[src/rtl/booth_mult_seq.sv]
// Sequential radix-2 Booth multiplier, one Booth step per clock, with start/busy/done handshake.
// Produces the full 2*WIDTH product plus a truncated or saturated WIDTH-bit result.
module booth_mult_seq #(
  parameter int WIDTH    = 16,
  parameter bit SATURATE = 1'b1
) (
  input  logic                 clock,
  input  logic                 reset_n,
  input  logic                 start,
  input  logic                 signed_mode,
  input  logic [WIDTH-1:0]     operand_1,
  input  logic [WIDTH-1:0]     operand_2,
  output logic                 busy,
  output logic                 done,
  output logic [2*WIDTH-1:0]   product,
  output logic [WIDTH-1:0]     result,
  output logic                 overflow
);

  localparam int PW = 2*WIDTH + 3;
  localparam int CW = $clog2(WIDTH + 1);
  localparam logic [CW-1:0] LAST = CW'(WIDTH);

  typedef enum logic {IDLE, RUN} state_t;

  state_t            state, state_next;
  logic [PW-1:0]     p_reg, p_step;
  logic [WIDTH:0]    m_reg;
  logic [CW-1:0]     count;
  logic              mode_signed;
  logic              accept, last_step;
  logic [WIDTH:0]    ext_1, ext_2, acc, acc_sum;
  logic [2*WIDTH-1:0] prod_final;
  logic              ovf_final;
  logic [WIDTH-1:0]  res_final;

  always_ff @(posedge clock) begin
    if (!reset_n) state <= IDLE;
    else          state <= state_next;
  end

  always_comb begin
    state_next = state;
    accept     = 1'b0;
    last_step  = 1'b0;
    case (state)
      IDLE: if (start) begin
        accept     = 1'b1;
        state_next = RUN;
      end
      RUN: if (count == LAST) begin
        last_step  = 1'b1;
        state_next = IDLE;
      end
      default: state_next = IDLE;
    endcase
  end

  assign busy = (state == RUN);

  // One extra extension bit keeps the most negative operand exact in signed mode.
  always_comb begin
    ext_1 = signed_mode ? {operand_1[WIDTH-1], operand_1} : {1'b0, operand_1};
    ext_2 = signed_mode ? {operand_2[WIDTH-1], operand_2} : {1'b0, operand_2};
    acc   = p_reg[PW-1:WIDTH+2];
    case (p_reg[1:0])
      2'b01:   acc_sum = acc + m_reg;
      2'b10:   acc_sum = acc + ~m_reg + (WIDTH+1)'(1);
      default: acc_sum = acc;
    endcase
    p_step     = {acc_sum[WIDTH], acc_sum, p_reg[WIDTH+1:1]};
    prod_final = p_step[2*WIDTH:1];
    if (mode_signed)
      ovf_final = !((&prod_final[2*WIDTH-1:WIDTH-1]) || !(|prod_final[2*WIDTH-1:WIDTH-1]));
    else
      ovf_final = |prod_final[2*WIDTH-1:WIDTH];
    res_final = prod_final[WIDTH-1:0];
    if (SATURATE && ovf_final) begin
      if (!mode_signed)               res_final = {WIDTH{1'b1}};
      else if (prod_final[2*WIDTH-1]) res_final = {1'b1, {(WIDTH-1){1'b0}}};
      else                            res_final = {1'b0, {(WIDTH-1){1'b1}}};
    end
  end

  always_ff @(posedge clock) begin
    if (!reset_n) begin
      p_reg       <= '0;
      m_reg       <= '0;
      count       <= '0;
      mode_signed <= 1'b0;
      done        <= 1'b0;
      product     <= '0;
      result      <= '0;
      overflow    <= 1'b0;
    end else begin
      done <= 1'b0;
      if (accept) begin
        p_reg       <= {{(WIDTH+1){1'b0}}, ext_2, 1'b0};
        m_reg       <= ext_1;
        count       <= '0;
        mode_signed <= signed_mode;
      end else if (state == RUN) begin
        p_reg <= p_step;
        count <= count + CW'(1);
        if (last_step) begin
          product  <= prod_final;
          result   <= res_final;
          overflow <= ovf_final;
          done     <= 1'b1;
        end
      end
    end
  end

endmodule

[config.mk]
export PLATFORM = sky130hd
export DESIGN_NAME = booth_mult_seq
export DESIGN_NICKNAME = d
export VERILOG_FILES = /design/src/rtl/booth_mult_seq.sv
export SDC_FILE = /design/constraint.sdc
export NUM_CORES = 1
export LEC_CHECK = 0
export BUFFER_PORTS_ARGS = -buffer_cell sky130_fd_sc_hd__buf_2
export CAP_MARGIN = 20
export CORE_ASPECT_RATIO = 2
export CORE_MARGIN = 2
export CORE_UTILIZATION = 60
export CTS_CLUSTER_DIAMETER = 200
export CTS_CLUSTER_SIZE = 20
export DETAILED_ROUTE_END_ITERATION = 10
export PLACE_DENSITY = 0.8
export SLEW_MARGIN = 20
export SYNTH_ARGS = -nofsm -noshare
export SYNTH_HDL_FRONTEND = slang
export SYNTH_SLANG_ARGS = --single-unit
[constraint.sdc]
create_clock -name clock -period 7.3 [get_ports clock]
set_input_delay 1.46 -clock clock [delete_from_list [all_inputs] [get_ports clock]]
set_output_delay 1.46 -clock clock [all_outputs]
set_load 0.01 [all_outputs]
==> run summary <==
### Routing
* **post-detailed-route via-to-cell ratio** 6.26
* **mean routed wirelength per cell** 20.3 um
* **# DRC** 0
* **number of iterations in the first detailed-routing pass** 7
* **number of vias after detailed routing** 6033
* **number of violations reported at the end of detailed-routing iteration 0** 426
* **Final Routed Wirelength** 19600 um
* **antenna-violating nets left** 0

### Clock network
* **library cell used as clock root buffer** sky130_fd_sc_hd__clkbuf_16
* **clock tree from TritonCTS** built
* **latest clock arrival within the worst-skew pair** 0.35 ns
* **clock transition time at the flip-flop clock pins of the worst setup and hold paths** 0.08 ns
* **count of hold-fix buffers inserted at cts** 0
* **TritonCTS buffer count** 9
* **post-CTS setup repair buffer count** 0
* **maximum level of the CTS H-tree** 3
* **# clock sinks** 108
* **worst-case clock buffer depth** 2
* **cts repair resizes** 0

### Worst setup path
* **kind of start point of the critical path** flop
* **endpoint class of the critical path** flop
* **Worst Path Required** 7.59 ns
* **endpoint of the most critical setup path** result[10]
* **type of the worst setup path** reg -> reg
* **RR Startpoint** p_reg[27]
* **Levels on crit path** 11
* **Worst path max stage delay** 0.66 ns
* **Bufs and invs on worst path** 0
* **minimum setup slack among reg-to-reg paths** 2.87 ns
* **Worst path slowest cell** sky130_fd_sc_hd__a222oi_1
* **worst r2r dst** result[10]
* **count of cells along the worst register-to-register path** 11
* **largest delay contributor family on the critical path** compound AO/OA/AOI/OAI gates
* **arrival time worst endpoint** 4.72 ns
* **crit path cell chain** ha_1 -> nor3_1 -> nand2_1 -> a2111oi_1 -> a211oi_2 -> xnor2_1 -> a222oi_1 -> nand4_1 -> or3_4 -> a21oi_2 -> a221o_1
* **CP max FO** 15
* **crit path from** p_reg[27]

### Synth
* **Post-synth top flop** sky130_fd_sc_hd__dfxtp_1
* **fraction of registers with async set/reset** 0
* **share of synthesized area spent on multiplexers** 0.0401
* **cell area after synthesis** 6240 sq um
* **Yosys warning total** 0
* **main combinational cell family by area after synthesis** compound AO/OA/AOI/OAI gates
* **EDFF count, synth** 0
* **syn avg cell area** 8.08 sq um
* **post-synthesis share of cell area spent on full adders, half adders and majority gates** 0.0786
* **synthesized netlist net count** 846
* **number of distinct library cells after synthesis** 69
* **Post-Synth XOR/XNOR Area** 0.0281
* **part of the Yosys area used for sequential elements** 0.347
* **Synth Register Bits** 108
* **Compound-Gate Fraction of Synth Area** 0.233
* **cell count after synthesis** 772
* **simple-gate share of the synthesized area** 0.199

### Worst hold path
* **class of the most critical hold timing path** reg -> reg
* **worst hold path cell count** 1
* **critical hold path startpoint** result[15]

### Global route
* **residual overflow from global routing** 0
* **largest net degree at the start of global routing** 73
* **antenna violations before repair** 0
* **total routing usage reported by global routing** 0.349
* **vias in the first global route** 5932
* **global-route wire length before repair** 30900 um

### Floorplanning
* **initial standard-cell utilization of the core** 0.615
* **floorplan die area** 11300 sq um
* **die width** 76.1 um
* **I/O Pins** 87
* **standard-cell rows** 52
* **die height** 148 um
* **total core area** 10100 sq um

### Cells and area
* **commonest cells after routing, fill and taps aside** sky130_fd_sc_hd__dfxtp_1, sky130_fd_sc_hd__nand2_1, sky130_fd_sc_hd__nor2_1
* **Final #Nets** 897
* **most common cell after layout, fill and taps aside** sky130_fd_sc_hd__dfxtp_1
* **Diodes inserted** 0
* **Synth-to-Final Area Change** 10.2%
* **layout cells sized above 1** 0.162
* **Post-Layout Cell Count** 963
* **number of flip-flops in the largest register** 34

### Placement
* **gp weighted congestion** 1.06
* **DPL Wire Length** 14700 um
* **number of placed cells counting well taps** 947
* **input/output buffers** 86

### Power and ir drop
* **pwr/cell area** 202 nW/um^2
* **Pleak** 2.90 nW
* **maximum vdd drop** 0.169 mV

### Timing
* **achievable clock frequency** 226 MHz
* **final number of hold-violating endpoints** 0
* **Worst Skew** 0.0105 ns
* **setup repair after global routing missed its margin** false
* **Period Utilization, post-route** 0.607
* **total negative slack for setup checks** 0 ns
* **time the final worst path needs with I/O delays and setup** 4.43 ns
* **number of pins with negative max-slew slack in the final report** 0
* **Tightest Pin Transition** 1.04 ns
* **Rel. slew slack** 0.307
* **final-report setup violation count** 0

### Run status
* **result of the run** completed

### Run
* **Max-cap violations** 0

synth_stat cells, drive strengths merged (4+ instances only):
master,number,area [sq um]
inv,42,160
nand2b,6,37.5
xnor2,14,123
a21oi,83,419
o31ai,4,30.0
ha,36,450
nand3,14,70.1
nand4,13,81.3
o21bai,4,30.0
a31oi,7,43.8
mux2i,25,250
dfxtp,108,2160
a221o,16,160
o21ai,15,78.8
and3,4,25.0
nor2b,12,75.1
a211oi,35,278
nor2,90,345
buf,15,97.6
clkbuf,36,205
nor3,16,80.1
o211ai,5,37.5
xor2,6,52.6
nand2,106,400
kinds of logic (layout without fill, tap and decap cells):
family	count (synthesis)	count (layout)
and+or+nand+nor	277	277
muxes	25	25
buffers and inverters	93	149
AOI/OAI and AO/OA	211	211
adders and majority gates	38	38
DFF	108	108
xor gates and xnor gates	20	20
layer usage:
| metal | track usage | part of all wire | vias to the layer above |
|---|---|---|---|
| met5 | 0 | 0 | - |
| met4 | 0.256 | 0.077 | 0 |
| met3 | 0.0589 | 0.047 | 96 |
| met2 | 0.646 | 0.53 | 257 |
| met1 | 0.346 | 0.35 | 2848 |
| li1 | - | - | 2832 |
where the power goes:
group / leakage, nW / internal (W) / total, W / switching (W)
clock network: 0.148 / 0.000243 / 0.000492 / 0.000248
registers: 0.877 / 0.000605 / 0.000626 / 0.0000206
logic: 1.88 / 0.000101 / 0.000272 / 0.000172
total: 2.90 / 0.000950 / 0.00139 / 0.000441
worst min path at each step:
stage | to | slack (ns)
floorplan | m_reg[10] | 0.45
global placement | result[15] | 0.44
detailed placement | result[15] | 0.43
CTS | result[15] | 0.45
global route | product[13] | 0.47
finish | result[15] | 0.45
layout make-up:
cell class	count	area, sq um
Inverter	42	160
Clock inverter	7	75.1
Timing Repair Buffer	91	468
Tap cell	135	169
Clock buffer	9	225
Multi-Input combinational cell	571	3610
Fill cell	910	3280
Sequential cell	108	2160
metrics by stage:
| stage | worst slack (ns) | hold slack [ns] | power, W | cell area [sq um] | utilization |
|---|---|---|---|---|---|
| floorplan | 3.73 | 0.453 | 0.000836 | 6240 | - |
| global placement | 2.83 | 0.436 | 0.000898 | 6570 | 0.648 |
| detailed placement | 2.93 | 0.434 | 0.000904 | 6570 | 0.648 |
| CTS | 2.89 | 0.453 | 0.00139 | 6870 | 0.677 |
| global route | 2.60 | 0.472 | 0.00144 | 6870 | 0.677 |
| finish | 2.87 | 0.450 | 0.00139 | 6870 | 0.677 |
worst register-to-register path, cell delays in order, from the launching register on:
cell and delay, ns:
sky130_fd_sc_hd__dfxtp_1 0.38, sky130_fd_sc_hd__ha_1 0.53, sky130_fd_sc_hd__nor3_1 0.38, sky130_fd_sc_hd__nand2_1 0.15, sky130_fd_sc_hd__a2111oi_1 0.54, sky130_fd_sc_hd__a211oi_2 0.16
sky130_fd_sc_hd__xnor2_1 0.17, sky130_fd_sc_hd__a222oi_1 0.66, sky130_fd_sc_hd__nand4_1 0.15, sky130_fd_sc_hd__or3_4 0.39, sky130_fd_sc_hd__a21oi_2 0.57, sky130_fd_sc_hd__a221o_1 0.29
(Power assumes the default switching activity.)
